`src/rtl/ysyx_22041207_pipe_stage.sv`:
```
// Inter-stage pipeline register: DEPTH-entry in-order buffer for an opaque payload.
// Latency: 1 cycle from push into an empty buffer to out_data; no same-cycle bypass.
// Backpressure: in_ready drops when full (unless PASS_READY and the head pops this cycle).
module ysyx_22041207_pipe_stage #(
    parameter int DATA_W     = 256,
    parameter int DEPTH      = 2,
    parameter int PASS_READY = 1,
    parameter int CNT_W      = 32
) (
    input  logic                         clk,
    input  logic                         rst_n,
    input  logic                         flush,
    input  logic                         in_valid,
    output logic                         in_ready,
    input  logic [DATA_W-1:0]            in_data,
    output logic                         out_valid,
    input  logic                         out_ready,
    output logic [DATA_W-1:0]            out_data,
    output logic [$clog2(DEPTH+1)-1:0]   occupancy,
    output logic [CNT_W-1:0]             stall_cnt
);

    localparam int OCC_W = $clog2(DEPTH + 1);
    // A single-entry buffer still gets a 1-bit pointer; it never leaves zero.
    localparam int PTR_W = (DEPTH > 1) ? $clog2(DEPTH) : 1;
    localparam logic PASS = (PASS_READY != 0);

    logic [DATA_W-1:0] mem_q [DEPTH];
    logic [PTR_W-1:0]  rd_ptr_q, rd_ptr_d;
    logic [PTR_W-1:0]  wr_ptr_q, wr_ptr_d;
    logic [OCC_W-1:0]  occ_q, occ_d;
    logic [CNT_W-1:0]  stall_q, stall_d;
    logic              push;
    logic              pop;

    // Circular pointer advance, wrapping from the last entry back to zero.
    function automatic logic [PTR_W-1:0] ptr_inc(input logic [PTR_W-1:0] p);
        return (p == PTR_W'(DEPTH - 1)) ? '0 : p + PTR_W'(1);
    endfunction

    assign out_valid = (occ_q != '0);
    assign pop       = out_valid & out_ready;
    // Flush is deliberately absent here so in_ready never depends on a kill path.
    assign in_ready  = (occ_q < OCC_W'(DEPTH)) | (PASS & pop);
    assign push      = in_valid & in_ready & ~flush;

    // Empty slots read as zero so a bubble looks like an inserted NOP.
    assign out_data  = mem_q[rd_ptr_q] & {DATA_W{out_valid}};
    assign occupancy = occ_q;
    assign stall_cnt = stall_q;

    // Next-state for pointers, occupancy and the saturating stall counter.
    always_comb begin
        rd_ptr_d = rd_ptr_q;
        wr_ptr_d = wr_ptr_q;
        occ_d    = occ_q;
        stall_d  = stall_q;
        if (flush) begin
            rd_ptr_d = '0;
            wr_ptr_d = '0;
            occ_d    = '0;
        end else begin
            if (push) begin
                wr_ptr_d = ptr_inc(wr_ptr_q);
            end
            if (pop) begin
                rd_ptr_d = ptr_inc(rd_ptr_q);
            end
            if (push && !pop) begin
                occ_d = occ_q + OCC_W'(1);
            end else if (pop && !push) begin
                occ_d = occ_q - OCC_W'(1);
            end
        end
        // Flush does not touch the counter; it only measures downstream stalls.
        if (out_valid && !out_ready && (stall_q != {CNT_W{1'b1}})) begin
            stall_d = stall_q + CNT_W'(1);
        end
    end

    // Control state register.
    always_ff @(posedge clk or negedge rst_n) begin
        if (!rst_n) begin
            rd_ptr_q <= '0;
            wr_ptr_q <= '0;
            occ_q    <= '0;
            stall_q  <= '0;
        end else begin
            rd_ptr_q <= rd_ptr_d;
            wr_ptr_q <= wr_ptr_d;
            occ_q    <= occ_d;
            stall_q  <= stall_d;
        end
    end

    // Payload storage; cleared on reset so out_data is never X.
    always_ff @(posedge clk or negedge rst_n) begin
        if (!rst_n) begin
            for (int i = 0; i < DEPTH; i++) begin
                mem_q[i] <= '0;
            end
        end else if (push) begin
            mem_q[wr_ptr_q] <= in_data;
        end
    end

endmodule
```
`config.mk`:
```
export PLATFORM = sky130hd
export DESIGN_NAME = ysyx_22041207_pipe_stage
export DESIGN_NICKNAME = d
export VERILOG_FILES = /design/src/rtl/ysyx_22041207_pipe_stage.sv
export SDC_FILE = /design/constraint.sdc
export NUM_CORES = 1
export LEC_CHECK = 0
export BUFFER_PORTS_ARGS = -buffer_cell sky130_fd_sc_hd__buf_2
export CAP_MARGIN = 25
export CORE_AREA = 2 2 213 215
export DETAILED_ROUTE_END_ITERATION = 7
export DIE_AREA = 0 0 215 217
export GPL_ROUTABILITY_DRIVEN = 0
export GPL_TIMING_DRIVEN = 0
export PLACE_DENSITY = 0.81
export SLEW_MARGIN = 15
export SYNTH_ARGS = -nofsm -noshare
export SYNTH_HDL_FRONTEND = slang
export SYNTH_SLANG_ARGS = --single-unit
```
`constraint.sdc`:
```
create_clock -name clk -period 3.5 [get_ports clk]
set_input_delay 0.875 -clock clk [delete_from_list [all_inputs] [get_ports clk]]
set_output_delay 0.875 -clock clk [all_outputs]
set_load 0.05 [all_outputs]
```
==> flow_summary.yaml, run 1 <==
global_routing:
  overflow: 0
  grt_pass1_wl_mm: 99.5
  first_global_vias: 18000
  track_usage_pct: 27.3
  grt_antenna_before_repair: 36
  grt_max_degree: 108
layout:
  layout_commonest_cell: "buf_2"
  final_cell_mix: "592 x buf_2, 548 x dfrtp_1, 505 x mux2_2"
  area_growth_pct: 23.4
  drive_above_1_share_pct: 49.3
  post-route-util_pct: 67.5
  nets: 2714
routing:
  drt_wl_total_mm: 64.6
  drc: 0
  drtPass1Iterations: 5
  vias: 16900
  drtIter0Drc: 948
  ant_nets: 0
  wire_per_inst_um: 20.7
  vias_per_cell: 5.42
clock_network:
  clock_tree.buffer_depth: 3
  cts_max_level: 2
  cts_buffers: 57
  cts-root-buf: "clkbuf_16"
  clock-sinks: 548
  postCtsSetupRepairBufs: 0
  insertion_delay_ns: 0.61
  path_clk_slew_ns: 0.06
  cts_tree: "done"
yosys:
  synth_top_family_by_area: "multiplexers"
  synth.area.mux_share_pct: 34.2
  synth.avg_cell_area_um2: 13.3
  synth_cell_type_count: 41
  yosysWarnings: 0
  synth_compound_area_share_pct: 0.486
  synth_fa_ha_area_share_pct: 0.0512
  ys_seq_area_share_pct: 56.1
  synthSimpleGateAreaFrac_pct: 6.16
  synth_ff_type: "dfrtp_1"
  netlist_instances: 1835
  syn-num-nets: 2097
  yosys_register_bits: 548
  synth_edf_count: 0
  syn-cell-area_mm2: 0.0245
  synth_xor_area_share_pct: 1.04
  synth-async-reset-ratio_pct: 100
power_and_ir_drop:
  leakage_nw: 14.0
  intPower_mw: 13.8
  p_clk_share_pct: 30.1
  switchingPower_mw: 6.40
  vdd_drop_max_uv: 495
  swShare_pct: 31.7
  powerDensity_mw_per_mm2: 669
  finalPower_mw: 20.2
  combPwrFrac_pct: 25.9
  p_seq_share_pct: 44.1
floorplan:
  start_util_pct: 54.7
  die-width_um: 215
  die_h_um: 217
  pin_count: 553
  num_rows: 78
  dieArea_mm2: 0.0467
  core_mm2: 0.0447
sta:
  slew_headroom_pct: 36.9
  slew_viol_final: 0
  fin_crit_sh_pct: 96.7
  fin_skew_ns: 0.0174
  hold_viol: 0
  fin_crit_ns: 3.38
  max_clock_freq_mhz: 296
  setup_violations: 0
  worst_pin_slew_ns: 0.947
  rsz0062_at_grt: "true"
worst_hold_path:
  hp-class: "input pin to async pin"
run_status:
  status: "completed"
critical_path:
  arrival_ns: 2.51
  cp.required_ns: 2.62
  endpoint_kind: "output pin"
  cp-start-kind: "flip-flop"
  critPathMaxFanout: 10
  crit_type: "flip-flop to output pin"
placed_design:
  io_buffers: 552
  place_hpwl_mm: 47.1
run:
  cap_violations: 0
==> worst max-delay path, stage by stage (launching register included) <==
cell and delay, ns:
dfrtp_1 0.48, nor2_4 0.24, clkbuf_4 0.36, clkbuf_1 0.43, nor2_1 0.16, buf_2 0.24
==> final cells by class <==
type,count,area [um^2]
Sequential cell,548,13700
Inverter,6,22.5
Multi-Input combinational cell,1167,10300
Clock buffer,89,1730
Antenna cell,23,57.6
Timing Repair Buffer,558,2920
Fill cell,3301,14500
Buffer,114,556
Tap cell,600,751
Clock inverter,16,173
==> cell usage after synthesis, drive strengths merged, types with 3 or more instances <==
cell type    n  area, um^2
dfrtp      548       13700
mux2       514        5790
nor2       270        1010
mux2i      257        2570
clkbuf      68         255
buf         46         211
nand2       17        63.8
xor2        16         140
nand3       15        75.1
nand4       13        87.6
xnor2       13         114
nor3         9        45.0
inv          6        22.5
and4         5        43.8
nor4         5        37.5
and3         4        25.0
a21oi        3        15.0
nor4b        3        32.5
==> final timing paths <==
kind                                 end          from  slack, ns  cells past startpoint
setup / recovery           out_data[109]  occupancy[1]       0.12                      5
hold / removal             stall_cnt[23]         rst_n       0.18                      1
setup reg to reg              mem_q[429]  occupancy[1]       0.45                      6
hold reg to reg                mem_q[13]     mem_q[13]       0.49                      1
max in group asynchronous     mem_q[192]         rst_n       1.54                      4
min in group clk               mem_q[13]     mem_q[13]       0.49                      1
==> cells by family after synthesis <==
group                      after synthesis
adders and majority gates                1
xor gates and xnor gates                29
and+or+nand+nor                        352
muxes                                  771
AOI/OAI and AO/OA                       14
buffers and inverters                  120
DFF                                    548
==> flip-flops by register name, summed over array words and instances, names as in the netlist <==
| name | cells |
|---|---|
| mem_q | 512 |
| stall_cnt | 32 |
| occupancy | 2 |
| rd_ptr_q | 1 |
| wr_ptr_q | 1 |
==> metal layers <==
metal  vias to the layer above  routed length, um  global-route usage, %  part of all wire, %
met5                         -                161                      0                 0.25
met4                        26               2860                   14.4                  4.4
met3                       159               4680                   8.34                  7.2
met2                       497              31900                   45.7                   49
met1                      8526              25000                   31.9                   39
li1                       7698                  -                      -                    -
==> per-stage QoR <==
stage | area, um^2 | cells | setup TNS, ns | hold slack (ns) | setup slack, ns
global placement | 28000 | 2987 | -4969.50 | 0.474 | -9.09
detailed placement | 28100 | 2993 | -28.77 | 0.481 | -0.247
global route | 30200 | 3121 | -0.00160 | 0.175 | -0.000861
floorplan | 24500 | 1835 | 0 | 0.464 | 0.475
CTS | 30100 | 3098 | -0.00352 | 0.156 | -0.00352
finish | 30200 | 3121 | 0 | 0.181 | 0.116
==> power by group through the flow <==
stage / sequential [mW] / combinational [mW] / clock (mW)
6_report: 8.91 / 5.23 / 6.07
5_1_grt: 9.10 / 5.58 / 6.46
4_1_cts: 8.89 / 5.26 / 6.18
3_5_place_dp: 8.99 / 5.21 / 0
3_3_place_gp: 8.84 / 5.02 / 0
2_1_floorplan: 8.80 / 3.85 / 0
==> repair_timing <==
item | CTS | global route
setup endpoints to repair | 241 | 49
hold buffers | 0 | 0
resized for setup | 49 | 19
No activity file was read; power rests on OpenSTA's default activity.
==> run 2, diff against run 1 <==
--- a/config.mk
+++ b/config.mk
@@ -7,12 +7,10 @@
 export LEC_CHECK = 0
 export BUFFER_PORTS_ARGS = -buffer_cell sky130_fd_sc_hd__buf_2
 export CAP_MARGIN = 25
-export CORE_AREA = 2 2 213 215
+export CORE_UTILIZATION = 35
 export DETAILED_ROUTE_END_ITERATION = 7
-export DIE_AREA = 0 0 215 217
 export GPL_ROUTABILITY_DRIVEN = 0
 export GPL_TIMING_DRIVEN = 0
-export PLACE_DENSITY = 0.81
 export SLEW_MARGIN = 15
 export SYNTH_ARGS = -nofsm -noshare
 export SYNTH_HDL_FRONTEND = slang
==> run 2 against run 1 <==
Compared with the run above: utilization is 23 points lower; cell count is 10% higher; register-to-register slack worse by 0.17 ns; combinational power hardly changed; flip-flop and latch count stayed put; routed wire length is 4.0% higher; sequential power is 0.7% lower; via count is 0.63% lower; global-route usage is 8.6 points lower; fmax is 1.8% higher; worst hold slack better by 0.082 ns; critical path type unchanged; largest cell class unchanged; largest power group unchanged; highest routed layer unchanged.
==> flow_summary.yaml, run 2 (same netlist as run 1, synthesis figures left out) <==
routing:
  ant_nets: 0
  drt_wl_total_mm: 67.2
  drtPass1Iterations: 4
  vias: 16800
  wire_per_inst_um: 19.5
  drc: 0
  drtIter0Drc: 636
  vias_per_cell: 4.87
critical_path:
  cp-start-kind: "flip-flop"
  crit_type: "flip-flop to output pin"
  cp_top_family: "buffers and inverters"
  cpMaxStageDelayCell: "buf_1"
  path_cells: "clkbuf_1 > buf_1 > mux2i_1 > nor2_1 > buf_2"
  endpoint_kind: "output pin"
  arrival_ns: 2.45
  cp.required_ns: 2.62
  cp_slowest_stage_delay_ns: 0.65
  critPathMaxFanout: 10
  critPathBufInv: 3
clock_network:
  insertion_delay_ns: 0.63
  clock-sinks: 548
  cts-hold-fix-buffers: 0
  cts-root-buf: "clkbuf_16"
  path_clk_slew_ns: 0.06
  cts_tree: "done"
  cts_max_level: 2
  clock_tree.buffer_depth: 3
  cts_buffers: 59
  postCtsSetupRepairBufs: 0
global_routing:
  track_usage_pct: 18.8
  grt_pass1_wl_mm: 104
  overflow: 0
  grt_max_degree: 108
  grt_antenna_before_repair: 28
  first_global_vias: 18000
layout:
  area_growth_pct: 25.3
  post-route-util_pct: 44.5
  layout_commonest_cell: "buf_2"
  largest_reg_flops: 512
  nets: 2716
  top_register: "mem_q"
  final_cell_mix: "587 x buf_2, 548 x dfrtp_1, 505 x mux2_2"
  drive_above_1_share_pct: 49.9
sta:
  fin_crit_ns: 3.32
  max_clock_freq_mhz: 301
  slew_viol_final: 0
  hold_viol: 0
  slew_headroom_pct: 33.5
  fin_crit_sh_pct: 95.0
  hold_slack_ns: 0.263
  fin_skew_ns: 0.0282
  worst_pin_slew_ns: 0.997
  setup_violations: 0
floorplan:
  core_mm2: 0.0688
  die-width_um: 266
  die_h_um: 266
  num_rows: 96
  start_util_pct: 35.5
  dieArea_mm2: 0.0709
  pin_count: 553
power_and_ir_drop:
  finalPower_mw: 20.2
  switchingPower_mw: 6.45
  leakage_nw: 14.1
  p_clk_share_pct: 30.3
  vdd_drop_max_uv: 409
  combPwrFrac_pct: 25.9
  intPower_mw: 13.7
  powerDensity_mw_per_mm2: 659
  p_seq_share_pct: 43.8
  swShare_pct: 32.0
run:
  cap_violations: 0
placed_design:
  place_hpwl_mm: 49.6
  io_buffers: 552
worst_hold_path:
  hp-class: "input pin to async pin"
run_status:
  status: "completed"
[run 2: cell types whose count changed in the layout (fill, tap and decap cells not counted), moves of 2 or more]
cell / delta
diode_2: -9
buf_4: +2
bufinv_16: -2
clkbuf_2: +13
clkbuf_8: +4
buf_2: -5
clkbuf_1: -10
clkinv_4: -2
[run 2: cell type report]
cell class	count	area, um^2
fill	6426	38200
sequential	548	13700
multi-input combinational	1167	10300
timing repair buffer	558	2920
clock buffer	92	1760
tap	931	1160
buffer	114	587
clock inverter	16	158
antenna	14	35.0
inverter	6	22.5
[run 2: power by group through the flow]
stage	sequential (mW)	clock (mW)	combinational [mW]
global placement	8.84	0	5.10
detailed placement	8.96	0	5.26
floorplan	8.80	0	3.85
global route	9.08	6.55	5.62
CTS	8.85	6.31	5.30
finish	8.85	6.12	5.22
[run 2: through the flow]
stage | instance area [um^2] | worst slack [ns] | std cells | TNS, ns
finish | 30600 | 0.176 | 3446 | 0
global route | 30600 | -0.000109 | 3443 | -0.000109
floorplan | 24500 | 0.475 | 1835 | 0
CTS | 30600 | 0.00112 | 3432 | 0
detailed placement | 28500 | -0.738 | 3324 | -153.93
global placement | 28400 | -9.43 | 3318 | -5242.94
[run 2: timing repair]
action | in CTS | in global routing
setup endpoints to repair | 256 | 97
gates resized for setup | 64 | 25
gates cloned | 0 | 0
[run 2: final timing paths]
| path | startpoint | to | slack [ns] | depth (start not counted) |
|---|---|---|---|---|
| max | rd_ptr_q | out_data[18] | 0.18 | 5 |
| min | rst_n | mem_q[477] | 0.26 | 1 |
| max reg2reg | occupancy[1] | mem_q[77] | 0.28 | 7 |
| min reg2reg | mem_q[2] | mem_q[2] | 0.49 | 1 |
| max in group asynchronous | rst_n | stall_cnt[0] | 1.39 | 4 |
| min in group clk | in_data[13] | mem_q[13] | 0.47 | 2 |
[run 2: layer usage]
metal  GRT usage, %  vias to the layer above  share of wire (%)
li1               -                     7682                  -
met1           22.3                     8535                 40
met2           32.2                      412                 50
met3           5.60                      138                7.2
met4           6.29                       32                3.1
met5              0                        -               0.29
[run 2: worst reg2reg max path, stage by stage, from the launching register on]
cell,delay (ns)
dfrtp_1,0.54
nand2b_1,0.15
nand2_1,0.22
nor2_1,0.07
nand2_1,0.23
clkbuf_1,0.67
clkbuf_1,0.82
mux2_2,0.43
